==> src/rtl/writeback_unit.sv <==
// MEM/WB pipeline register and write-back stage: selects ALU result or load data,
// drives the register-file write port and counts retired instructions.
// Optional same-cycle read bypass toward decode is enabled by defining WB_BYPASS_EN.
module writeback_unit #(
  parameter int DATA_W = 32,
  parameter int ADDR_W = 5,
  parameter int CNT_W  = 32
) (
  input  logic              clk,
  input  logic              reset,
  input  logic              mem_valid,
  input  logic              flush,
  input  logic              wb_stall,
  input  logic              mem_reg_write,
  input  logic              mem_mem_to_reg,
  input  logic              mem_reg_dst,
  input  logic [ADDR_W-1:0] mem_rt,
  input  logic [ADDR_W-1:0] mem_rd,
  input  logic [DATA_W-1:0] mem_alu_result,
  input  logic [DATA_W-1:0] mem_rd_data,
  output logic [ADDR_W-1:0] rd,
  output logic [DATA_W-1:0] reg_wr_data,
  output logic              reg_write,
  output logic              wb_valid,
  output logic [CNT_W-1:0]  retired_count
`ifdef WB_BYPASS_EN
  ,
  input  logic [ADDR_W-1:0] inst_read_reg_addr1,
  input  logic [ADDR_W-1:0] inst_read_reg_addr2,
  output logic              byp_hit1,
  output logic              byp_hit2,
  output logic [DATA_W-1:0] byp_data1,
  output logic [DATA_W-1:0] byp_data2
`endif
);

  localparam logic [ADDR_W-1:0] ZERO_REG = {ADDR_W{1'b0}};
  localparam logic [DATA_W-1:0] ZERO_DATA = {DATA_W{1'b0}};
  localparam logic [CNT_W-1:0]  CNT_ZERO = {CNT_W{1'b0}};
  localparam logic [CNT_W-1:0]  CNT_ONE  = {{(CNT_W-1){1'b0}}, 1'b1};

  logic              wb_valid_q, wb_valid_d;
  logic [ADDR_W-1:0] rd_q, rd_d;
  logic [DATA_W-1:0] wr_data_q, wr_data_d;
  logic              wr_flag_q, wr_flag_d;
  logic [CNT_W-1:0]  cnt_q, cnt_d;
  logic              commit;

  assign commit = wb_valid_q & ~wb_stall;

  // Next-state: capture MEM results, or hold on stall (flush still kills in place)
  always_comb begin
    wb_valid_d = wb_valid_q;
    rd_d       = rd_q;
    wr_data_d  = wr_data_q;
    wr_flag_d  = wr_flag_q;
    cnt_d      = cnt_q;

    if (wb_stall) begin
      if (flush) begin
        wb_valid_d = 1'b0;
      end else begin
        wb_valid_d = wb_valid_q;
      end
    end else begin
      wb_valid_d = mem_valid & ~flush;
      wr_flag_d  = mem_reg_write;
      if (mem_reg_dst) begin
        rd_d = mem_rd;
      end else begin
        rd_d = mem_rt;
      end
      if (mem_mem_to_reg) begin
        wr_data_d = mem_rd_data;
      end else begin
        wr_data_d = mem_alu_result;
      end
    end

    // Counter wraps naturally at 2^CNT_W
    if (commit) begin
      cnt_d = cnt_q + CNT_ONE;
    end else begin
      cnt_d = cnt_q;
    end
  end

  // State register with synchronous reset that overrides stall and flush
  always_ff @(posedge clk) begin
    if (reset) begin
      wb_valid_q <= 1'b0;
      rd_q       <= ZERO_REG;
      wr_data_q  <= ZERO_DATA;
      wr_flag_q  <= 1'b0;
      cnt_q      <= CNT_ZERO;
    end else begin
      wb_valid_q <= wb_valid_d;
      rd_q       <= rd_d;
      wr_data_q  <= wr_data_d;
      wr_flag_q  <= wr_flag_d;
      cnt_q      <= cnt_d;
    end
  end

  assign wb_valid      = wb_valid_q;
  assign rd            = rd_q;
  assign reg_wr_data   = wr_data_q;
  assign retired_count = cnt_q;
  // $0 is hard-wired zero in the register file, so a write to it is suppressed here
  assign reg_write     = wb_valid_q & wr_flag_q & ~wb_stall & (rd_q != ZERO_REG);

`ifdef WB_BYPASS_EN
  // Same-cycle forwarding of the value being committed to the decode read ports
  always_comb begin
    byp_hit1  = reg_write & (inst_read_reg_addr1 == rd_q);
    byp_hit2  = reg_write & (inst_read_reg_addr2 == rd_q);
    byp_data1 = ZERO_DATA;
    byp_data2 = ZERO_DATA;
    if (byp_hit1) begin
      byp_data1 = wr_data_q;
    end else begin
      byp_data1 = ZERO_DATA;
    end
    if (byp_hit2) begin
      byp_data2 = wr_data_q;
    end else begin
      byp_data2 = ZERO_DATA;
    end
  end
`endif

endmodule

==> config.mk <==
export PLATFORM = sky130hd
export DESIGN_NAME = writeback_unit
export DESIGN_NICKNAME = d
export VERILOG_FILES = /design/src/rtl/writeback_unit.sv
export SDC_FILE = /design/constraint.sdc
export NUM_CORES = 1
export LEC_CHECK = 0
export CORE_MARGIN = 10
export CORE_UTILIZATION = 30
export CTS_CLUSTER_DIAMETER = 200
export DETAILED_ROUTE_END_ITERATION = 8
export PLACE_DENSITY = 0.68
export SYNTH_ARGS = -nofsm -noshare
export SYNTH_HDL_FRONTEND = slang
export SYNTH_SLANG_ARGS = --single-unit
==> constraint.sdc <==
create_clock -name clk -period 2.44 [get_ports clk]
set_input_delay 0.488 -clock clk [delete_from_list [all_inputs] [get_ports clk]]
set_output_delay 0.488 -clock clk [all_outputs]
set_load 0.02 [all_outputs]
==> results.sh <==
export IMPL_status="completed"
export IMPL_coreArea_mm2=0.0108
export IMPL_max_slew_worst_pin_slew_ns=0.708
export IMPL_worst_path_max_delay_cell="sky130_fd_sc_hd__or4_1"
export IMPL_grt_start_max_net_pins=77
export IMPL_hold_path_class="flop to flop"
export IMPL_synth_cell_type_count=34
export IMPL_drc=0
export IMPL_route_final_wire_length_mm=10.2
export IMPL_synthesis_yosys_warnings=0
export IMPL_ios=153
export IMPL_cts_hold_buffers_added=0
export IMPL_setup_worst_path_end_class="flop"
export IMPL_nets=619
export IMPL_totalNegativeSetupSlack_ns=0
export IMPL_critPathRequiredTime_ns=2.65
export IMPL_synth_seq_cells=71
export IMPL_slew_violations=0
export IMPL_routedWlPerCell_um=15.0
export IMPL_floorplan_die_height_um=125
export IMPL_fin_crit_ns=2.30
export IMPL_antenna_found_initial=0
export IMPL_p_leak_nw=1.97
export IMPL_detailroute_via_count=3321
export IMPL_tritoncts_clock_tree="yes"
export IMPL_route_detailed_vias_per_inst=4.88
export IMPL_die_area_mm2=0.0156
export IMPL_detailedRoute_firstIterationViolations=178
export IMPL_worst_reg_to_reg_path_cell_count=5
export IMPL_detailedPlace_worstSlack_ns=0.118
export IMPL_cts_sinks=71
export IMPL_cp_cell_sequence="ha_1 > nand4b_4 > or4_1 > nor4_1 > mux2_1"
export IMPL_cellPowerDensity_mw_per_mm2=526
export IMPL_critPathMaxStageDelay_ns=0.68
export IMPL_max_cap_violations=0
export IMPL_grt_pass1_vias=3287
export IMPL_post_place_cells=665
export IMPL_worst_ir_drop_vdd_v=0.000287
export IMPL_firstDrtPassIters=6
export IMPL_cts_root_buf="sky130_fd_sc_hd__clkbuf_8"
export IMPL_finalSetupViolCount=0
export IMPL_cts_post_setup_buffers_inserted=0
export IMPL_clock_path_buffers=2
export IMPL_effective_utilization_at_floorplan_pct=30.6
export IMPL_cp_start_kind="flop"
export IMPL_finish_cell_count_without_fillers=681
export IMPL_skew_ns=0.0107
export IMPL_dp_hpwl_mm=7.92
export IMPL_ant_nets=0
export IMPL_syn_area_per_cell_um2=8.44
export IMPL_finalWeightedCongestion=0.827
export IMPL_minimum_hold_slack_ns=0.493
export IMPL_worstHoldPathCells=2
export IMPL_num_antenna_cells=0
export IMPL_cts_resized_gates=0
export IMPL_htree_num_levels=3
export IMPL_synth_seq_area_share_pct=43.1
export IMPL_fp_row_count=38
export IMPL_achievable_frequency_mhz=435
export IMPL_gr_total_overflow=0
export IMPL_crit_arrival_ns=2.51
export IMPL_synthesis_area_mm2=0.00330
export IMPL_netlist_instances=391
export IMPL_synth_net_count=474
export IMPL_path_type_of_the_worst_setup_path="flop to flop"
export IMPL_path_max_fanout=9
export IMPL_placement_io_buffers=152
export IMPL_globalRouteTotalUtil_pct=12.4
export IMPL_post_route_util_pct=48.1
export IMPL_drive_above_1_share_pct=6.65
export IMPL_final_setup_worst_slack_ns=0.143
export IMPL_period_share_pct=94.1
export IMPL_tritoncts_num_buffers=9
export IMPL_cts_clk_slew_worst_paths_ns=0.08
export IMPL_die_w_um=125
export IMPL_rsz0062_at_grt="false"
export IMPL_syn2layout_area_growth_pct=57.2
export IMPL_remaining_max_slew_budget_at_the_tightest_pin_pct=52.8
export IMPL_grt_pass1_wl_mm=16.3
export IMPL_worst_skew_pair_late_latency_ns=0.33
export IMPL_final_hold_violation_count=0
sequential cells by signal, indices dropped and copies added, names as in the netlist:
name           cells
retired_count     32
wb_valid           1
rd                 5
wr_flag_q          1
reg_wr_data       32
logic make-up (layout without fill, tap and decap cells):
| kind of cell | Yosys count | in the layout | share of synthesized area (%) |
|---|---|---|---|
| simple gates | 158 | 158 | 24.2 |
| mux | 44 | 44 | 13.5 |
| fa+ha+maj | 1 | 1 | 0.379 |
| compound gates | 76 | 76 | 12.7 |
| xor+xnor | 8 | 8 | 2.12 |
| buf+inv | 33 | 183 | 4.02 |
| flops | 71 | 71 | 43.1 |
layout by cell type (no fill, tap or decap), drive strengths merged:
master	instances
or3	9
clkdlybuf4s50	148
mux2i	40
o311a	1
nor4	8
or4b	2
dlymetal6s2s	1
and4	1
mux2	4
nor3	3
nor2	89
clkinvlp	1
nand3	7
nand2	9
a21oi	56
o21ai	7
inv	6
nand4b	2
or4	13
o31ai	9
bufinv	2
nand4	9
xor2	2
o41ai	3
nor2b	4
clkbuf	12
buf	13
or2	1
xnor2	6
ha	1
nand3b	1
dfxtp	71
critical path, delay by kind of cell, from the launching register on:
kind	cells	cell delay, ns
muxes	1	0.35
adders and majority gates	1	0.26
DFF	1	0.39
and+or+nand+nor	3	1.18
routing by layer:
metal | GRT usage [%] | wire length [um]
met5 | 0 | 0
met4 | 3.32 | 123
met3 | 5.87 | 929
met2 | 21.4 | 5050
met1 | 13.2 | 4080
path summary, 6_finish.rpt:
path | from | endpoint | slack [ns]
worst max register to register | retired_count[0] | retired_count[30] | 0.14
worst min-delay path | retired_count[31] | retired_count[31] | 0.49
worst min register to register | retired_count[31] | retired_count[31] | 0.49
worst max-delay path | retired_count[0] | retired_count[30] | 0.14
per-stage QoR:
stage / cell area, um^2 / power (W)
after CTS: 5190 / 0.00276
after detailed placement: 4960 / 0.00168
after global routing: 5190 / 0.00285
final: 5190 / 0.00273
after global placement: 4960 / 0.00167
after floorplan: 3300 / 0.00144
Yosys cell counts:
master                     number  area [um^2]
sky130_fd_sc_hd__a21oi_1       56          280
sky130_fd_sc_hd__and4_1         1         8.76
sky130_fd_sc_hd__buf_1          5         18.8
sky130_fd_sc_hd__buf_2          1         5.00
sky130_fd_sc_hd__buf_6          1         11.3
sky130_fd_sc_hd__clkbuf_1      21         78.8
sky130_fd_sc_hd__dfxtp_1       71         1420
sky130_fd_sc_hd__ha_1           1         12.5
sky130_fd_sc_hd__inv_1          5         18.8
sky130_fd_sc_hd__mux2_1         1         11.3
sky130_fd_sc_hd__mux2_2         3         33.8
sky130_fd_sc_hd__mux2i_1       40          400
sky130_fd_sc_hd__nand2_1        9         33.8
sky130_fd_sc_hd__nand3_1        6         30.0
sky130_fd_sc_hd__nand3_2        1         10.0
sky130_fd_sc_hd__nand3b_4       1         20.0
sky130_fd_sc_hd__nand4_1        9         56.3
sky130_fd_sc_hd__nand4b_1       1         8.76
sky130_fd_sc_hd__nand4b_4       1         23.8
sky130_fd_sc_hd__nor2_1        89          334
sky130_fd_sc_hd__nor2b_1        4         25.0
sky130_fd_sc_hd__nor3_1         3         15.0
sky130_fd_sc_hd__nor4_1         8         50.1
sky130_fd_sc_hd__o21ai_0        7         35.0
sky130_fd_sc_hd__o311a_1        1         10.0
sky130_fd_sc_hd__o31ai_1        9         67.6
sky130_fd_sc_hd__o41ai_1        3         26.3
sky130_fd_sc_hd__or2_2          1         6.26
sky130_fd_sc_hd__or3_1          9         56.3
sky130_fd_sc_hd__or4_1         12         90.1
sky130_fd_sc_hd__or4_4          1         11.3
sky130_fd_sc_hd__or4b_1         2         20.0
sky130_fd_sc_hd__xnor2_1        6         52.6
sky130_fd_sc_hd__xor2_1         2         17.5
layout make-up:
| class | instances | area, um^2 |
|---|---|---|
| fill | 1034 | 5600 |
| multi-input combinational | 287 | 1750 |
| timing repair buffer | 162 | 1600 |
| sequential | 71 | 1420 |
| tap | 140 | 175 |
| clock buffer | 12 | 155 |
| clock inverter | 4 | 76.3 |
| inverter | 5 | 18.8 |
report_power, final:
part	switching (W)	internal [W]	leakage [nW]
Combinational	0.000187	0.000243	1.28
Sequential	0.0000214	0.00120	0.579
Clock	0.000446	0.000637	0.113
Total	0.000655	0.00208	1.97
No activity file was read; power rests on OpenSTA's default activity.
==> RTL edit 1: new RTL, same flow settings <==
The option `WB_BYPASS_EN` is turned on by a define.
--- a/src/rtl/writeback_unit.sv
+++ b/src/rtl/writeback_unit.sv
@@ -1,6 +1,8 @@
 // MEM/WB pipeline register and write-back stage: selects ALU result or load data,
 // drives the register-file write port and counts retired instructions.
 // Optional same-cycle read bypass toward decode is enabled by defining WB_BYPASS_EN.
+`define WB_BYPASS_EN
+
 module writeback_unit #(
   parameter int DATA_W = 32,
   parameter int ADDR_W = 5,
Ports: changed (6 added); port bits go from 153 to 229. No check against the original RTL was run, so the function may have changed too.
==> RTL edit 1 against the original RTL <==
- the run now ends with negative setup slack left
- synthesized area is 15% higher
- power rose by 10%
- non-clock buffer count rose by 104
- sequential share of layout area decreased by 6.4 points
- clock skew fell by 3.4 ps
- hold slack worse by 9.3 ps
- worst setup slack worse by 370 ps
- critical path depth grew 3
- sequential cell count unchanged
- global-route usage up 3.7 points
- routed wire length increased by 48%
- design area rose by 30%
- critical path type is now flip-flop to output pin
==> RTL edit 1: results (changes against the original RTL) <==
==============================================================================
Run status                                                        complete, but fails checks   was finished, final reports clean
Violated checks                                                   negative setup slack
Filler cell count in the final layout                                    1,136   was 1,034
Worst slew slack as a fraction of its limit                              66.8%   was 52.8%
Reported leakage power                                                 2.87 nW   was 1.97 nW
Area of placed instances                                              6370 um2   was 4960 um2
Sequential fraction of the synthesis area                                37.6%   was 43.1%
Distinct cell type count of the synthesized netlist                         32   was 34
VDD IR-drop max                                                     0.000288 V   was 0.000287 V
WL/cell                                                                17.0 um   was 15.0 um
Root buffer cell                                                  sky130_fd_sc_hd__clkbuf_16   was sky130_fd_sc_hd__clkbuf_8
Synthesized Nets                                                           565   was 474
Global router's overall resource usage                                   16.1%   was 12.4%
Top cells by area in the synthesized netlist                      sky130_fd_sc_hd__dfxtp_1 38%, sky130_fd_sc_hd__and2_1 11%, sky130_fd_sc_hd__mux2i_1 11%, sky130_fd_sc_hd__nor2_1 8.6%, sky130_fd_sc_hd__a21oi_1 7.5%   was sky130_fd_sc_hd__dfxtp_1 43%, sky130_fd_sc_hd__mux2i_1 12%, sky130_fd_sc_hd__nor2_1 10%, sky130_fd_sc_hd__a21oi_1 8.5%, sky130_fd_sc_hd__or4_1 2.7%
Iter 0 DRT Violations                                                      307   was 178
Net switching fraction of the power                                      23.8%   was 24.0%
Cell Count Post-Placement                                                  859   was 665
Via density per instance                                                  4.74   was 4.88
Vias in the first global route                                           4,337   was 3,287
Final worst slack                                                      -229 ps   was 143 ps
Final setup violation count                                                 65   was 0
Share of cells above drive strength 1                                    20.8%   was 6.65%
HPWL after detailed placement                                        11,700 um   was 7920 um
Clock-pin slew on the worst setup and hold paths                         60 ps   was 80 ps
Global-route wire length before repair                               23,300 um   was 16,300 um
Final worst clock skew                                                 7.33 ps   was 10.7 ps
Maximum cell stage delay along the critical path                        520 ps   was 680 ps
Quantity of I/O buffers inserted on ports                                  228   was 152
Last weighted congestion value of the routability-driven placer          0.808   was 0.827
Cells on worst reg2reg path                                                  4   was 5
==============================================================================
[RTL edit 1: path summary, 6_finish.rpt]
| check | start | endpoint | slack (ps) |
|---|---|---|---|
| max reg2reg | retired_count[9] | retired_count[29] | 290 |
| max | rd[2] | byp_data2[9] | -230 |
| min | retired_count[31] | retired_count[31] | 480 |
| min reg2reg | retired_count[31] | retired_count[31] | 480 |
[RTL edit 1: area by class of cell]
class                           count  area share [%]
Timing Repair Buffer              266            37.7
Tap cell                          168            3.11
Sequential cell                    71            21.0
Multi-Input combinational cell    360            33.6
Inverter                            5           0.277
Clock buffer                       12            3.64
Clock inverter                      4           0.665
[RTL edit 1: cell families (layout without fill, tap and decap cells)]
kind of cell | count (synthesis) | count (layout) | share of synthesized area [%]
AOI/OAI and AO/OA | 78 | 78 | 11.4
xor gates and xnor gates | 20 | 20 | 4.63
adders and majority gates | 1 | 1 | 0.331
buffers and inverters | 41 | 287 | 4.36
DFF | 71 | 71 | 37.6
muxes | 41 | 41 | 10.9
and+or+nand+nor | 220 | 220 | 30.9
[RTL edit 1: power by group through the flow]
stage                     clock network, mW  logic (mW)  registers [mW]
after detailed placement                  0       0.494            1.27
after CTS                              1.32       0.495            1.24
final                                  1.28       0.488            1.24
after floorplan                           0       0.162            1.30
after global placement                    0       0.487            1.26
after global routing                   1.37       0.528            1.25
[RTL edit 1: metrics by stage]
stage,util (%),setup TNS (ps),hold WS (ps)
floorplan,-,0,464
global placement,52.4,-43750,462
detailed placement,52.4,-48300,480
CTS,54.0,-15370,490
global route,55.7,-17480,518
finish,55.7,-12620,484
[RTL edit 1: worst reg2reg max path, cell delays in order, from the launching register on]
cell and delay (ps):
sky130_fd_sc_hd__dfxtp_1 460, sky130_fd_sc_hd__nand4_2 200, sky130_fd_sc_hd__or4_4 710, sky130_fd_sc_hd__or4_1 550, sky130_fd_sc_hd__a21oi_1 160
[RTL edit 1: layer usage]
layer	global-route usage [%]	share of wire (%)
met2	28.2	50
met4	3.55	0.84
met5	0	0
met3	8.12	10
met1	16.9	39
[RTL edit 1: timing repair]
item,in CTS,in global routing
hold endpoints to repair,0,0
buffers inserted,6,4
endpoints found under the setup margin,67,67
pin swaps,4,5
gates cloned,1,2
resized for setup,321,58
==> RTL edit 2: new RTL, same settings <==
Without the edit above. Reset style: asynchronous (`reset`), changed in one clocked block. Comments in the files are not updated.
--- a/src/rtl/writeback_unit.sv
+++ b/src/rtl/writeback_unit.sv
@@ -86,7 +86,7 @@
   end
 
   // State register with synchronous reset that overrides stall and flush
-  always_ff @(posedge clk) begin
+  always_ff @(posedge clk or posedge reset) begin
     if (reset) begin
       wb_valid_q <= 1'b0;
       rd_q       <= ZERO_REG;
Formal check against the unedited RTL: differs if reset is asserted again (counterexample within 4 cycles, from zero or initial values and one cycle with reset high); with reset held inactive, the same outputs for 10 cycles.
==> RTL edit 2 against the original RTL <==
- global-route usage increased by 0.082 points
- power grew 8.5%
- largest cell class is now sequential cells
- worst setup slack improved by 110 ps
- sequential cell count unchanged
- largest power group unchanged
- routed wire length down 3.0%
- synthesized area hardly changed
- register-to-register slack improved by 590 ps
- combinational power up 56%
- critical path depth is 2 lower
- design area shrank 0.48%
- critical path type is now flip-flop to output pin
==> RTL edit 2: results (changes against the original RTL) <==
======================================================================
Run status                                                finished, final reports clean   unchanged
Via density per instance                                          4.66   was 4.88
Fraction of synthesized area in multiplexers                     11.9%   was 13.5%
Distinct cell type count of the synthesized netlist                 29   was 34
Post-route insts no fill                                           606   was 681
Cts repair resizes                                                   1   was 0
Vias in the first global route                                   3,001   was 3,287
DR WL met2                                                     4380 um   was 5050 um
Reg2reg setup slack                                             730 ps   was 140 ps
Sequential fraction of the synthesis area                        53.9%   was 43.1%
CP Capture Point                                             reg_write   was retired_count[30]
Cell types with the highest counts after synthesis        71 x sky130_fd_sc_hd__dfrtp_1, 49 x sky130_fd_sc_hd__nand2_1, 38 x sky130_fd_sc_hd__mux2i_1, 37 x sky130_fd_sc_hd__o21ai_0, 24 x sky130_fd_sc_hd__xnor2_1   was 89 x sky130_fd_sc_hd__nor2_1, 71 x sky130_fd_sc_hd__dfxtp_1, 56 x sky130_fd_sc_hd__a21oi_1, 40 x sky130_fd_sc_hd__mux2i_1, 21 x sky130_fd_sc_hd__clkbuf_1
Top cells by area in the synthesized netlist              sky130_fd_sc_hd__dfrtp_1 54%, sky130_fd_sc_hd__mux2i_1 12%, sky130_fd_sc_hd__xnor2_1 6.4%, sky130_fd_sc_hd__o21ai_0 5.6%, sky130_fd_sc_hd__nand2_1 5.6%   was sky130_fd_sc_hd__dfxtp_1 43%, sky130_fd_sc_hd__mux2i_1 12%, sky130_fd_sc_hd__nor2_1 10%, sky130_fd_sc_hd__a21oi_1 8.5%, sky130_fd_sc_hd__or4_1 2.7%
Filler cell count in the final layout                            1,007   was 1,034
Metal-1 WL                                                     4220 um   was 4080 um
VDD IR-drop max                                             0.000233 V   was 0.000287 V
Critical-path cell with the highest stage delay           sky130_fd_sc_hd__dfrtp_1   was sky130_fd_sc_hd__or4_1
Predominant post-synthesis flop cell                      sky130_fd_sc_hd__dfrtp_1   was sky130_fd_sc_hd__dfxtp_1
First-pass DRT Iterations                                            4   was 6
Area fraction in compound gates after synthesis                  5.92%   was 12.7%
M1 GR Usage                                                      14.9%   was 13.2%
Cell Count Post-Placement                                          590   was 665
Launch point of the worst path                                   rd[1]   was retired_count[0]
Worst Tran Pin Value                                            527 ps   was 708 ps
Area grow syn2layout                                             56.6%   was 57.2%
Post-synthesis xor/xnor area fraction                            8.23%   was 2.12%
Maximum cell stage delay along the critical path                390 ps   was 680 ps
Global router's overall resource usage                           12.5%   was 12.4%
Adder and majority gate portion of the synthesized area         0.379%   about the same
Synthesized Nets                                                   389   was 474
Global-route wire length before repair                       16,000 um   was 16,300 um
Endpoint with the worst hold slack                        retired_count[31]   unchanged
Initial antenna violation count                                      1   was 0
Ratio of final minimum period to clock period                    89.8%   was 94.1%
======================================================================
RTL edit 2: area by class of cell:
type                            instances  area share, %
Sequential cell                        71           34.4
Inverter                                2          0.145
Tap cell                              140           3.39
Clock inverter                          6           1.16
Clock buffer                           10           2.66
Multi-Input combinational cell        218           28.0
Timing Repair Buffer                  159           30.3
RTL edit 2: where the power goes:
| part | internal [mW] | switching [mW] |
|---|---|---|
| Combinational | 0.357 | 0.314 |
| Clock | 0.494 | 0.439 |
| Sequential | 1.27 | 0.0867 |
| Total | 2.13 | 0.839 |
RTL edit 2: worst register-to-register path, stage by stage (launching register included):
cell	delay, ps
sky130_fd_sc_hd__dfrtp_1	440
sky130_fd_sc_hd__ha_1	190
sky130_fd_sc_hd__nand3_1	220
sky130_fd_sc_hd__nor4_4	420
sky130_fd_sc_hd__nand4_1	170
sky130_fd_sc_hd__xnor2_1	150
